File: src/rtl/multicycle_ctrl.sv
// multicycle_ctrl: RV32I multicycle control FSM; outputs decode from state and are held low during reset.
// Optional memory-access timeout trap is enabled by defining CTRL_MEM_TIMEOUT_EN.
module multicycle_ctrl #(
  parameter int WIDTH       = 32,
  parameter int MEM_TIMEOUT = 15
) (
  input  logic       clk,
  input  logic       rst_n,
  input  logic [6:0] opcode,
  input  logic       branch_taken,
  input  logic       mem_ready,
  output logic       ir_wren,
  output logic       pc_wren,
  output logic [1:0] pc_src,
  output logic       regfile_wren,
  output logic [1:0] wb_sel,
  output logic       alu_a_sel,
  output logic       alu_b_sel,
  output logic       mem_req,
  output logic       mem_we,
  output logic       mem_addr_sel,
  output logic       illegal
);

  localparam logic [6:0] OP_R     = 7'b0110011;
  localparam logic [6:0] OP_I     = 7'b0010011;
  localparam logic [6:0] OP_LOAD  = 7'b0000011;
  localparam logic [6:0] OP_STORE = 7'b0100011;
  localparam logic [6:0] OP_BR    = 7'b1100011;
  localparam logic [6:0] OP_JAL   = 7'b1101111;
  localparam logic [6:0] OP_JALR  = 7'b1100111;
  localparam logic [6:0] OP_LUI   = 7'b0110111;
  localparam logic [6:0] OP_AUIPC = 7'b0010111;

  typedef enum logic [3:0] {
    S_FETCH    = 4'd0,
    S_DECODE   = 4'd1,
    S_EXEC_R   = 4'd2,
    S_EXEC_I   = 4'd3,
    S_UPPER    = 4'd4,
    S_MEM_ADDR = 4'd5,
    S_MEM_WAIT = 4'd6,
    S_WB_LOAD  = 4'd7,
    S_BRANCH   = 4'd8,
    S_JUMP     = 4'd9,
    S_TRAP     = 4'd10
  } state_t;

  state_t     state_r;
  state_t     state_s;
  state_t     nxt_s;
  logic       tmo_hit_s;
  logic       ir_wren_s;
  logic       pc_wren_s;
  logic [1:0] pc_src_s;
  logic       regfile_wren_s;
  logic [1:0] wb_sel_s;
  logic       alu_a_sel_s;
  logic       alu_b_sel_s;
  logic       mem_req_s;
  logic       mem_we_s;
  logic       mem_addr_sel_s;
  logic       illegal_s;

  // Configuration sanity guard; a bad parameter set elaborates this empty marker block.
  if (WIDTH < 1 || MEM_TIMEOUT < 1) begin : g_cfg_invalid
  end

  // State register.
  always_ff @(posedge clk or negedge rst_n) begin
    if (!rst_n) begin
      state_r <= S_FETCH;
    end else begin
      state_r <= state_s;
    end
  end

  // Next-state and output decode.
  always_comb begin
    nxt_s          = state_r;
    ir_wren_s      = 1'b0;
    pc_wren_s      = 1'b0;
    pc_src_s       = 2'd0;
    regfile_wren_s = 1'b0;
    wb_sel_s       = 2'd0;
    alu_a_sel_s    = 1'b0;
    alu_b_sel_s    = 1'b0;
    mem_req_s      = 1'b0;
    mem_we_s       = 1'b0;
    mem_addr_sel_s = 1'b0;
    illegal_s      = 1'b0;
    case (state_r)
      S_FETCH: begin
        mem_req_s = 1'b1;
        if (mem_ready) begin
          ir_wren_s = 1'b1;
          pc_wren_s = 1'b1;
          nxt_s     = S_DECODE;
        end else begin
          nxt_s     = S_FETCH;
        end
      end
      S_DECODE: begin
        case (opcode)
          OP_R:              nxt_s = S_EXEC_R;
          OP_I:              nxt_s = S_EXEC_I;
          OP_LOAD, OP_STORE: nxt_s = S_MEM_ADDR;
          OP_BR:             nxt_s = S_BRANCH;
          OP_JAL, OP_JALR:   nxt_s = S_JUMP;
          OP_LUI, OP_AUIPC:  nxt_s = S_UPPER;
          default:           nxt_s = S_TRAP;
        endcase
      end
      S_EXEC_R: begin
        regfile_wren_s = 1'b1;
        nxt_s          = S_FETCH;
      end
      S_EXEC_I: begin
        regfile_wren_s = 1'b1;
        alu_b_sel_s    = 1'b1;
        nxt_s          = S_FETCH;
      end
      S_UPPER: begin
        regfile_wren_s = 1'b1;
        if (opcode == OP_LUI) begin
          wb_sel_s    = 2'd3;
        end else begin
          alu_a_sel_s = 1'b1;
          alu_b_sel_s = 1'b1;
        end
        nxt_s = S_FETCH;
      end
      // Address phase and wait phase drive identical memory controls.
      S_MEM_ADDR, S_MEM_WAIT: begin
        alu_b_sel_s    = 1'b1;
        mem_addr_sel_s = 1'b1;
        mem_req_s      = 1'b1;
        mem_we_s       = (opcode == OP_STORE);
        if (!mem_ready) begin
          nxt_s = S_MEM_WAIT;
        end else if (opcode == OP_STORE) begin
          nxt_s = S_FETCH;
        end else begin
          nxt_s = S_WB_LOAD;
        end
      end
      S_WB_LOAD: begin
        regfile_wren_s = 1'b1;
        wb_sel_s       = 2'd1;
        nxt_s          = S_FETCH;
      end
      S_BRANCH: begin
        if (branch_taken) begin
          pc_wren_s = 1'b1;
          pc_src_s  = 2'd1;
        end else begin
          pc_wren_s = 1'b0;
        end
        nxt_s = S_FETCH;
      end
      S_JUMP: begin
        regfile_wren_s = 1'b1;
        wb_sel_s       = 2'd2;
        pc_wren_s      = 1'b1;
        pc_src_s       = (opcode == OP_JAL) ? 2'd1 : 2'd2;
        nxt_s          = S_FETCH;
      end
      S_TRAP: begin
        illegal_s = 1'b1;
        nxt_s     = S_TRAP;
      end
      default: begin
        nxt_s = S_TRAP;
      end
    endcase
  end

  assign state_s = tmo_hit_s ? S_TRAP : nxt_s;

`ifdef CTRL_MEM_TIMEOUT_EN
  localparam int CNT_W = $clog2(MEM_TIMEOUT + 1);

  logic [CNT_W-1:0] tmo_cnt_r;
  logic             mem_stall_s;

  assign mem_stall_s = ((state_r == S_FETCH) || (state_r == S_MEM_ADDR) ||
                        (state_r == S_MEM_WAIT)) && !mem_ready;
  // The stall that brings the run of consecutive stalls up to MEM_TIMEOUT traps.
  assign tmo_hit_s   = mem_stall_s && (tmo_cnt_r == CNT_W'(MEM_TIMEOUT - 1));

  // Consecutive-stall counter; restarts on any progress or state change.
  always_ff @(posedge clk or negedge rst_n) begin
    if (!rst_n) begin
      tmo_cnt_r <= '0;
    end else if (!mem_stall_s || (state_s != state_r)) begin
      tmo_cnt_r <= '0;
    end else begin
      tmo_cnt_r <= tmo_cnt_r + CNT_W'(1);
    end
  end
`else
  assign tmo_hit_s = 1'b0;
`endif

  assign ir_wren      = ir_wren_s & rst_n;
  assign pc_wren      = pc_wren_s & rst_n;
  assign pc_src       = pc_src_s & {2{rst_n}};
  assign regfile_wren = regfile_wren_s & rst_n;
  assign wb_sel       = wb_sel_s & {2{rst_n}};
  assign alu_a_sel    = alu_a_sel_s & rst_n;
  assign alu_b_sel    = alu_b_sel_s & rst_n;
  assign mem_req      = mem_req_s & rst_n;
  assign mem_we       = mem_we_s & rst_n;
  assign mem_addr_sel = mem_addr_sel_s & rst_n;
  assign illegal      = illegal_s & rst_n;

endmodule

File: config.mk
export PLATFORM = sky130hd
export DESIGN_NAME = multicycle_ctrl
export DESIGN_NICKNAME = d
export VERILOG_FILES = /design/src/rtl/multicycle_ctrl.sv
export SDC_FILE = /design/constraint.sdc
export NUM_CORES = 1
export LEC_CHECK = 0
export CAP_MARGIN = 20
export CORE_MARGIN = 5
export CORE_UTILIZATION = 38
export CTS_CLUSTER_SIZE = 8
export DETAILED_ROUTE_END_ITERATION = 8
export PLACE_DENSITY = 0.71
export SLEW_MARGIN = 20
export SYNTH_ARGS = -nofsm -noshare
export SYNTH_HDL_FRONTEND = slang
export SYNTH_SLANG_ARGS = --single-unit
File: constraint.sdc
create_clock -name clk -period 1.4 [get_ports clk]
set_input_delay 0.21 -clock clk [delete_from_list [all_inputs] [get_ports clk]]
set_output_delay 0.21 -clock clk [all_outputs]
set_load 0.03 [all_outputs]
==> reports/metrics.yaml, run 1 <==
cts_hold_buffers: 0
syn_area_um2: 614
lastStage: "global routing"
synth-async-reset-ratio: 1.00
initial_utilization: 0.403
postSynthCellCount: 88
die_y_um: 50.2
synth_edf_count: 0
io_buffer_count: 23
clock_sinks: 4
synth_seq_cells: 4
dpl.hpwl_mm: 1.80
crit_endpoint: "wb_sel[0]"
status: "aborted with a tool error"
worst_endpoint_kind: "output port"
numCtsBuffers: 3
cts_buffer_depth: 2
pin_count: 24
rows: 14
place.gp.congestion: 0.877
ys.flop_type: "dfrtp_1"
ys_types: 36
dpl.cell_count: 151
root_buffer: "clkbuf_4"
yosysWarnings: 0
grt_start_max_net_pins: 10
yosysSeqAreaShare: 0.163
synth_area_leader_cell: "dfrtp_1"
syn-num-nets: 99
syn_area_per_cell_um2: 6.98
netlist.area_leader.share: 0.163
error: "[ERROR DPL-0038] Utilization greater than 100%, impossible to legalize"
h-tree-depth: 1
die_w_um: 50.2
ys_top_cells_by_area: "dfrtp_1, nor2_1, nor2b_1"
synth_stat cells (2+ instances only):
cell,n
dfrtp_1,4
clkbuf_1,2
nor2_1,10
and2_1,2
nand3_1,4
o31ai_1,2
xnor2_1,2
a211oi_1,2
nand4_1,2
nor4_1,3
nand2_1,6
inv_1,4
mux2i_1,2
nand2b_1,2
nor2b_1,5
o211a_1,2
buf_4,2
buf_2,3
o21ai_0,4
nor3_1,4
a21oi_1,6
kinds of logic after synthesis:
group,after synthesis,synth area share
AO/OA/AOI/OAI,22,0.242
XOR/XNOR,2,0.0285
buffers and inverters,11,0.0855
flip-flops,4,0.163
multiplexers,2,0.0326
AND/OR/NAND/NOR,47,0.448
through the flow:
step | TNS (ns) | worst slack [ns] | cell area, µm² | util | hold WS (ns)
floorplan | -0.636 | -0.169 | 757 | - | -0.0856
global placement | -5.64 | -0.917 | 1160 | 0.762 | 0.545
detailed placement | -6.06 | -0.974 | 1160 | 0.762 | 0.557
CTS | -3.96 | -0.440 | 1490 | 0.980 | 0.305
repair_timing:
action,in CTS
pin swaps,18
cloned,0
buffers inserted,16
setup endpoints to repair,17
resized for setup,72
==> run 2: changes to the inputs <==
--- a/config.mk
+++ b/config.mk
@@ -6,11 +6,10 @@
 export NUM_CORES = 1
 export LEC_CHECK = 0
 export CAP_MARGIN = 20
-export CORE_MARGIN = 5
-export CORE_UTILIZATION = 38
-export CTS_CLUSTER_SIZE = 8
+export CORE_AREA = 5 5 66 68
 export DETAILED_ROUTE_END_ITERATION = 8
-export PLACE_DENSITY = 0.71
+export DIE_AREA = 0 0 71 73
+export PLACE_DENSITY_LB_ADDON = 0.15
 export SLEW_MARGIN = 20
 export SYNTH_ARGS = -nofsm -noshare
 export SYNTH_HDL_FRONTEND = slang
==> constraint.sdc (replaced) <==
create_clock -name clk -period 1.8 [get_ports clk]
set_input_delay 0.27 -clock clk [delete_from_list [all_inputs] [get_ports clk]]
set_output_delay 0.27 -clock clk [all_outputs]
set_load 0.03 [all_outputs]
==> run 2 against run 1 <==
Synthesized area unchanged. The flow now finishes, with violations (setup timing). Synthesized cell count unchanged.
==> reports/metrics.yaml, run 2 <==
dpl-instance-area_mm2: 0.00105
grt_start_max_net_pins: 13
viasPerCell: 4.28
clock_latency_ns: 0.21
path_class: "primary input to primary output"
worst_slack_ns: -0.0813
core_area_mm2: 0.00380
die_y_um: 73
crit_fanout: 2
ys_top_cells_by_area: "dfrtp_1, nor2_1, nor2b_1"
finalCritPeriodShare: 1.05
largest_reg_flops: 4
rsz0062_at_grt: "yes"
drt-pass1-iter-count: 2
grt-ovfl-total: 0
r2r_end: "state_r[1]"
nNetsFinal: 155
setup_viol: 2
grt_usage: 0.0840
max_slew_margin: 0.781
syn_area_per_cell_um2: 6.98
netlist.area_leader.share: 0.163
crit_required_ns: 1.53
place.gp.congestion: 0.739
wl_per_cell_um: 11.5
dpl.hpwl_mm: 1.76
p_leak_uw: 0.000541
root_buffer: "clkbuf_8"
timing.fmax_mhz: 532
synth_seq_cells: 4
layout-drive-gt1-share: 0.507
arrival_ns: 1.61
synth_adder_area_share: 0
synth_area_leader_cell: "dfrtp_1"
synth-async-reset-ratio: 1.00
numCtsBuffers: 3
regMostFlops: "state_r"
h-tree-depth: 1
synth_most_common_cell: "nor2_1"
die_area_mm2: 0.00518
drv_cap: 0
yosysWarnings: 0
pin_count: 24
stdcell_area_mm2: 0.00121
setup_tns_ns: -0.0981
r2r_setup_slack_ns: 0.24
crit_path_start: "opcode[6]"
cts_tree: "built"
synthSimpleGateAreaFrac: 0.448
grt_pass1_vias: 789
ys.flop_type: "dfrtp_1"
drt_wl_total_mm: 2.22
status: "finished with violations"
drt_iter0_drc: 18
grt_pass1_wl_mm: 3.55
r2r_start: "state_r[1]"
rows: 23
tightest_slew_ns: 0.326
synth_top_family_by_area: "simple AND/OR/NAND/NOR gates"
cts_buffer_depth: 2
diodes: 0
syn_to_final_growth_pct: 97.1
vdd_drop_max_uv: 131
power_density_mw_per_mm2: 289
skew_ns: 0.0000584
hold_viol_final: 0
synth_edf_count: 0
critPathLaunchType: "primary input"
io_buffer_count: 23
reg.largest.list: "state_r: 4 flops"
synth_compound_area_frac: 0.242
vias: 821
drc_errors: 0
synthXorXnorAreaFrac: 0.0285
final_cell_mix: "buf_4, nor2_1, nand2_1, buf_6, a21oi_1"
synthMuxAreaShare: 0.0326
violations: "setup timing"
final_common_cell: "buf_4"
ys_types: 36
min_path_type: "primary input to async pin"
initial_utilization: 0.162
yosysSeqAreaShare: 0.163
drtAntennaViolNets: 0
postSynthCellCount: 88
end_kind: "primary output"
fin_crit_ns: 1.88
drv_slew: 0
syn-num-nets: 99
clock_sinks: 4
die_w_um: 71
synth_common_cells: "nor2_1, a21oi_1, nand2_1, nor2b_1"
clk_pin_slew_ns: 0.03
r2r_cells: 5
syn_area_um2: 614
grt_antenna_before_repair: 0
-- run 2: per-stage QoR --
step | power (µW) | utilization | setup slack [ns] | hold slack, ns | instances
global placement | 163 | 0.277 | -0.678 | 0.597 | 180
finish | 351 | 0.319 | -0.0813 | 0.492 | 192
CTS | 348 | 0.292 | -0.153 | 0.381 | 184
detailed placement | 164 | 0.277 | -0.724 | 0.588 | 180
global route | 371 | 0.319 | -0.171 | 0.499 | 192
floorplan | 117 | - | -0.00839 | -0.0256 | 88
-- run 2: worst max path at each step --
stage                     end  cells after the start
floorplan           wb_sel[1]                      3
global placement    alu_b_sel                      6
detailed placement  alu_b_sel                      6
CTS                 wb_sel[0]                      7
global route        wb_sel[0]                      7
finish              wb_sel[0]                      7
-- run 2: cell families after synthesis --
logic type	count (synthesis)
AND/OR/NAND/NOR	47
AO/OA/AOI/OAI	22
buffers and inverters	11
XOR/XNOR	2
flip-flops	4
multiplexers	2
-- run 2: what timing repair did --
item | 4_1_cts | 5_1_grt
pin swaps | 6 | 7
hold buffers | 0 | 0
hold endpoints to repair | 0 | 0
setup endpoints to repair | 7 | 9
setup buffers | 2 | 8
gates resized for setup | 26 | 14
-- run 2: layout make-up --
cell class,count,area [µm²]
Tap cell,50,62.6
Inverter,4,15.0
Timing Repair Buffer,58,462
Sequential cell,4,101
Clock buffer,3,41.3
Multi-Input combinational cell,73,529
Fill cell,441,2590
-- run 2: power breakdown --
group,leakage (µW),internal [µW],total (µW),switching (µW)
Sequential,0.0000451,90.6,90.6,0
Combinational,0.000475,44.6,77.9,33.3
Clock,0.0000216,142,182,40.1
Total,0.000541,277,351,73.4
-- run 2: worst max-delay path, stage by stage --
cell and delay, ns:
buf_6 0.09, and4bb_1 0.27, nand4_1 0.14, or3_4 0.37, buf_6 0.12, a211oi_2 0.16, buf_4 0.19
-- run 2: per-layer routing --
| layer | global-route usage | vias up | part of all wire |
|---|---|---|---|
| met5 | 0 | - | 0 |
| met4 | 0.0313 | 0 | 0 |
| met3 | 0.0165 | 0 | 0.035 |
| met2 | 0.142 | 17 | 0.51 |
| met1 | 0.105 | 375 | 0.45 |
| li1 | - | 429 | - |
Power figures use the tool's default switching activity.
==> run 3: changes to the inputs <==
--- a/config.mk
+++ b/config.mk
@@ -5,7 +5,6 @@
 export SDC_FILE = /design/constraint.sdc
 export NUM_CORES = 1
 export LEC_CHECK = 0
-export CAP_MARGIN = 20
 export CORE_AREA = 5 5 66 68
 export DETAILED_ROUTE_END_ITERATION = 8
 export DIE_AREA = 0 0 71 73
==> results of run 3 <==
Final layout, timing and power as in run 2 (identical DEF).
==> run 4: changes to the inputs <==
--- a/config.mk
+++ b/config.mk
@@ -5,6 +5,8 @@
 export SDC_FILE = /design/constraint.sdc
 export NUM_CORES = 1
 export LEC_CHECK = 0
+export CELL_PAD_IN_SITES_DETAIL_PLACEMENT = 0
+export CELL_PAD_IN_SITES_GLOBAL_PLACEMENT = 1
 export CORE_AREA = 5 5 66 68
 export DETAILED_ROUTE_END_ITERATION = 8
 export DIE_AREA = 0 0 71 73
==> run 4 against run 3 <==
Global-route usage rose by 0.72 points. Power rose by 1.8%. The flow still finishes with violations (setup timing). Non-clock buffer count fell by 5. Clock skew rose by 0.0035 ns. First-iteration DRC count rose by 39%. Hold slack got worse by 0.014 ns. Critical path depth did not move. Core utilization fell by 0.43 points. Design area fell by 1.3%.
==> reports/metrics.yaml, run 4 (synthesis results as in run 2) <==
clk_pin_slew_ns: 0.03
grt_usage: 0.0911
viasPerCell: 4.35
drv_cap: 0
dpl.hpwl_mm: 1.81
end_kind: "primary output"
setup_viol: 2
nNetsFinal: 150
p_clk_frac: 0.530
finalCritPeriodShare: 1.04
die_y_um: 73
final_common_cell: "buf_4"
crit_required_ns: 1.53
pwr-share-comb: 0.216
rows: 23
io_buffer_count: 23
skew_ns: 0.00353
vias: 813
vdd_drop_max_uv: 126
drt-met1-wl_mm: 1.01
hold_viol_final: 0
cts_buffer_depth: 2
status: "finished with violations"
tightest_slew_ns: 0.324
clock_latency_ns: 0.22
timing.fmax_mhz: 534
die_w_um: 71
final_cell_mix: "buf_4, nor2_1, buf_6"
place_ws_ns: -0.716
diodes: 0
wl_per_cell_um: 12.0
drv_slew: 0
core_area_mm2: 0.00380
fin_crit_ns: 1.87
initial_utilization: 0.162
dr_wl_met3_um: 92
path_class: "primary input to primary output"
layout-drive-gt1-share: 0.489
arrival_ns: 1.60
rsz0062_at_grt: "yes"
p_int_uw: 276
drt_wl_total_mm: 2.25
place.gp.congestion: 0.762
critPathLaunchType: "primary input"
drt_iter0_drc: 25
drt-pass1-iter-count: 4
reg.largest.list: "state_r: 4 flops"
grt_pass1_wl_mm: 3.75
utilization: 0.315
root_buffer: "clkbuf_8"
regMostFlops: "state_r"
grt_pass1_vias: 799
dr_wl_met2_mm: 1.09
drc_errors: 0
cts_tree: "built"
pin_count: 24
max_slew_margin: 0.784
syn_to_final_growth_pct: 94.5
clock_sinks: 4
numCtsBuffers: 3
min_path_type: "primary input to async pin"
p_sw_frac: 0.225
violations: "setup timing"
drtAntennaViolNets: 0
die_area_mm2: 0.00518
dr.max_layer_used: "met4"
worst_slack_ns: -0.0709
power_density_mw_per_mm2: 299
power_uw: 357
h-tree-depth: 1
crit_fanout: 2
largest_reg_flops: 4
cts_hold_buffers: 0
p_sw_uw: 80.5
grt_antenna_before_repair: 0
p_leak_uw: 0.000530
grt_start_max_net_pins: 10
r2r_cells: 5
seq_power_share: 0.254
grt-ovfl-total: 0
[run 4: cell types whose count changed in the layout (fill, tap and decap cells not counted), sizes merged]
cell	previous run	this run
buf	52	47
[run 4: layout make-up]
class,count,area (µm²)
clock buffer,3,41.3
fill,434,2600
inverter,4,15.0
multi-input combinational,73,543
sequential,4,101
tap,50,62.6
timing repair buffer,53,432
[run 4: critical path, cell delays in order]
cell	delay, ns
buf_6	0.09
and4bb_1	0.27
nand4_1	0.14
or3_4	0.37
buf_6	0.12
a211oi_2	0.16
buf_4	0.18
[run 4: path summary, 6_finish.rpt]
check	start	to	slack, ns
hold / removal	rst_n	state_r[2]	0.48
setup reg to reg	state_r[0]	state_r[1]	0.28
max in group asynchronous	rst_n	state_r[1]	1.23
setup / recovery	opcode[6]	wb_sel[0]	-0.07
min in group clk	opcode[0]	state_r[3]	0.55
hold reg to reg	state_r[3]	state_r[0]	0.58
[run 4: through the flow]
| stage | hold WS, ns | instance area, µm² | std cells | setup TNS, ns |
|---|---|---|---|---|
| final | 0.478 | 1190 | 187 | -0.0765 |
| after floorplan | -0.0256 | 633 | 88 | -0.00839 |
| after global placement | 0.579 | 1040 | 178 | -2.03 |
| after detailed placement | 0.583 | 1040 | 178 | -2.28 |
| after CTS | 0.366 | 1080 | 182 | -0.313 |
| after global routing | 0.499 | 1190 | 187 | -0.225 |
[run 4: repair_timing]
action,4_1_cts,5_1_grt
pin swaps,6,7
buffers inserted,2,5
setup endpoints to repair,7,10
gates resized for setup,25,19
[run 4: routing by layer]
layer,vias up,track usage
met2,22,0.152
li1,425,-
met3,5,0.0179
met1,361,0.109
met4,0,0.0522
met5,-,0
[run 4: power by group through the flow]
| stage | Clock (µW) | Sequential [µW] | Combinational, µW |
|---|---|---|---|
| 3_5_place_dp | 0 | 91.6 | 70.7 |
| 6_report | 189 | 90.6 | 77.1 |
| 4_1_cts | 194 | 90.6 | 68.4 |
| 2_1_floorplan | 0 | 91.6 | 25.3 |
| 5_1_grt | 199 | 90.5 | 85.1 |
| 3_3_place_gp | 0 | 91.6 | 70.3 |
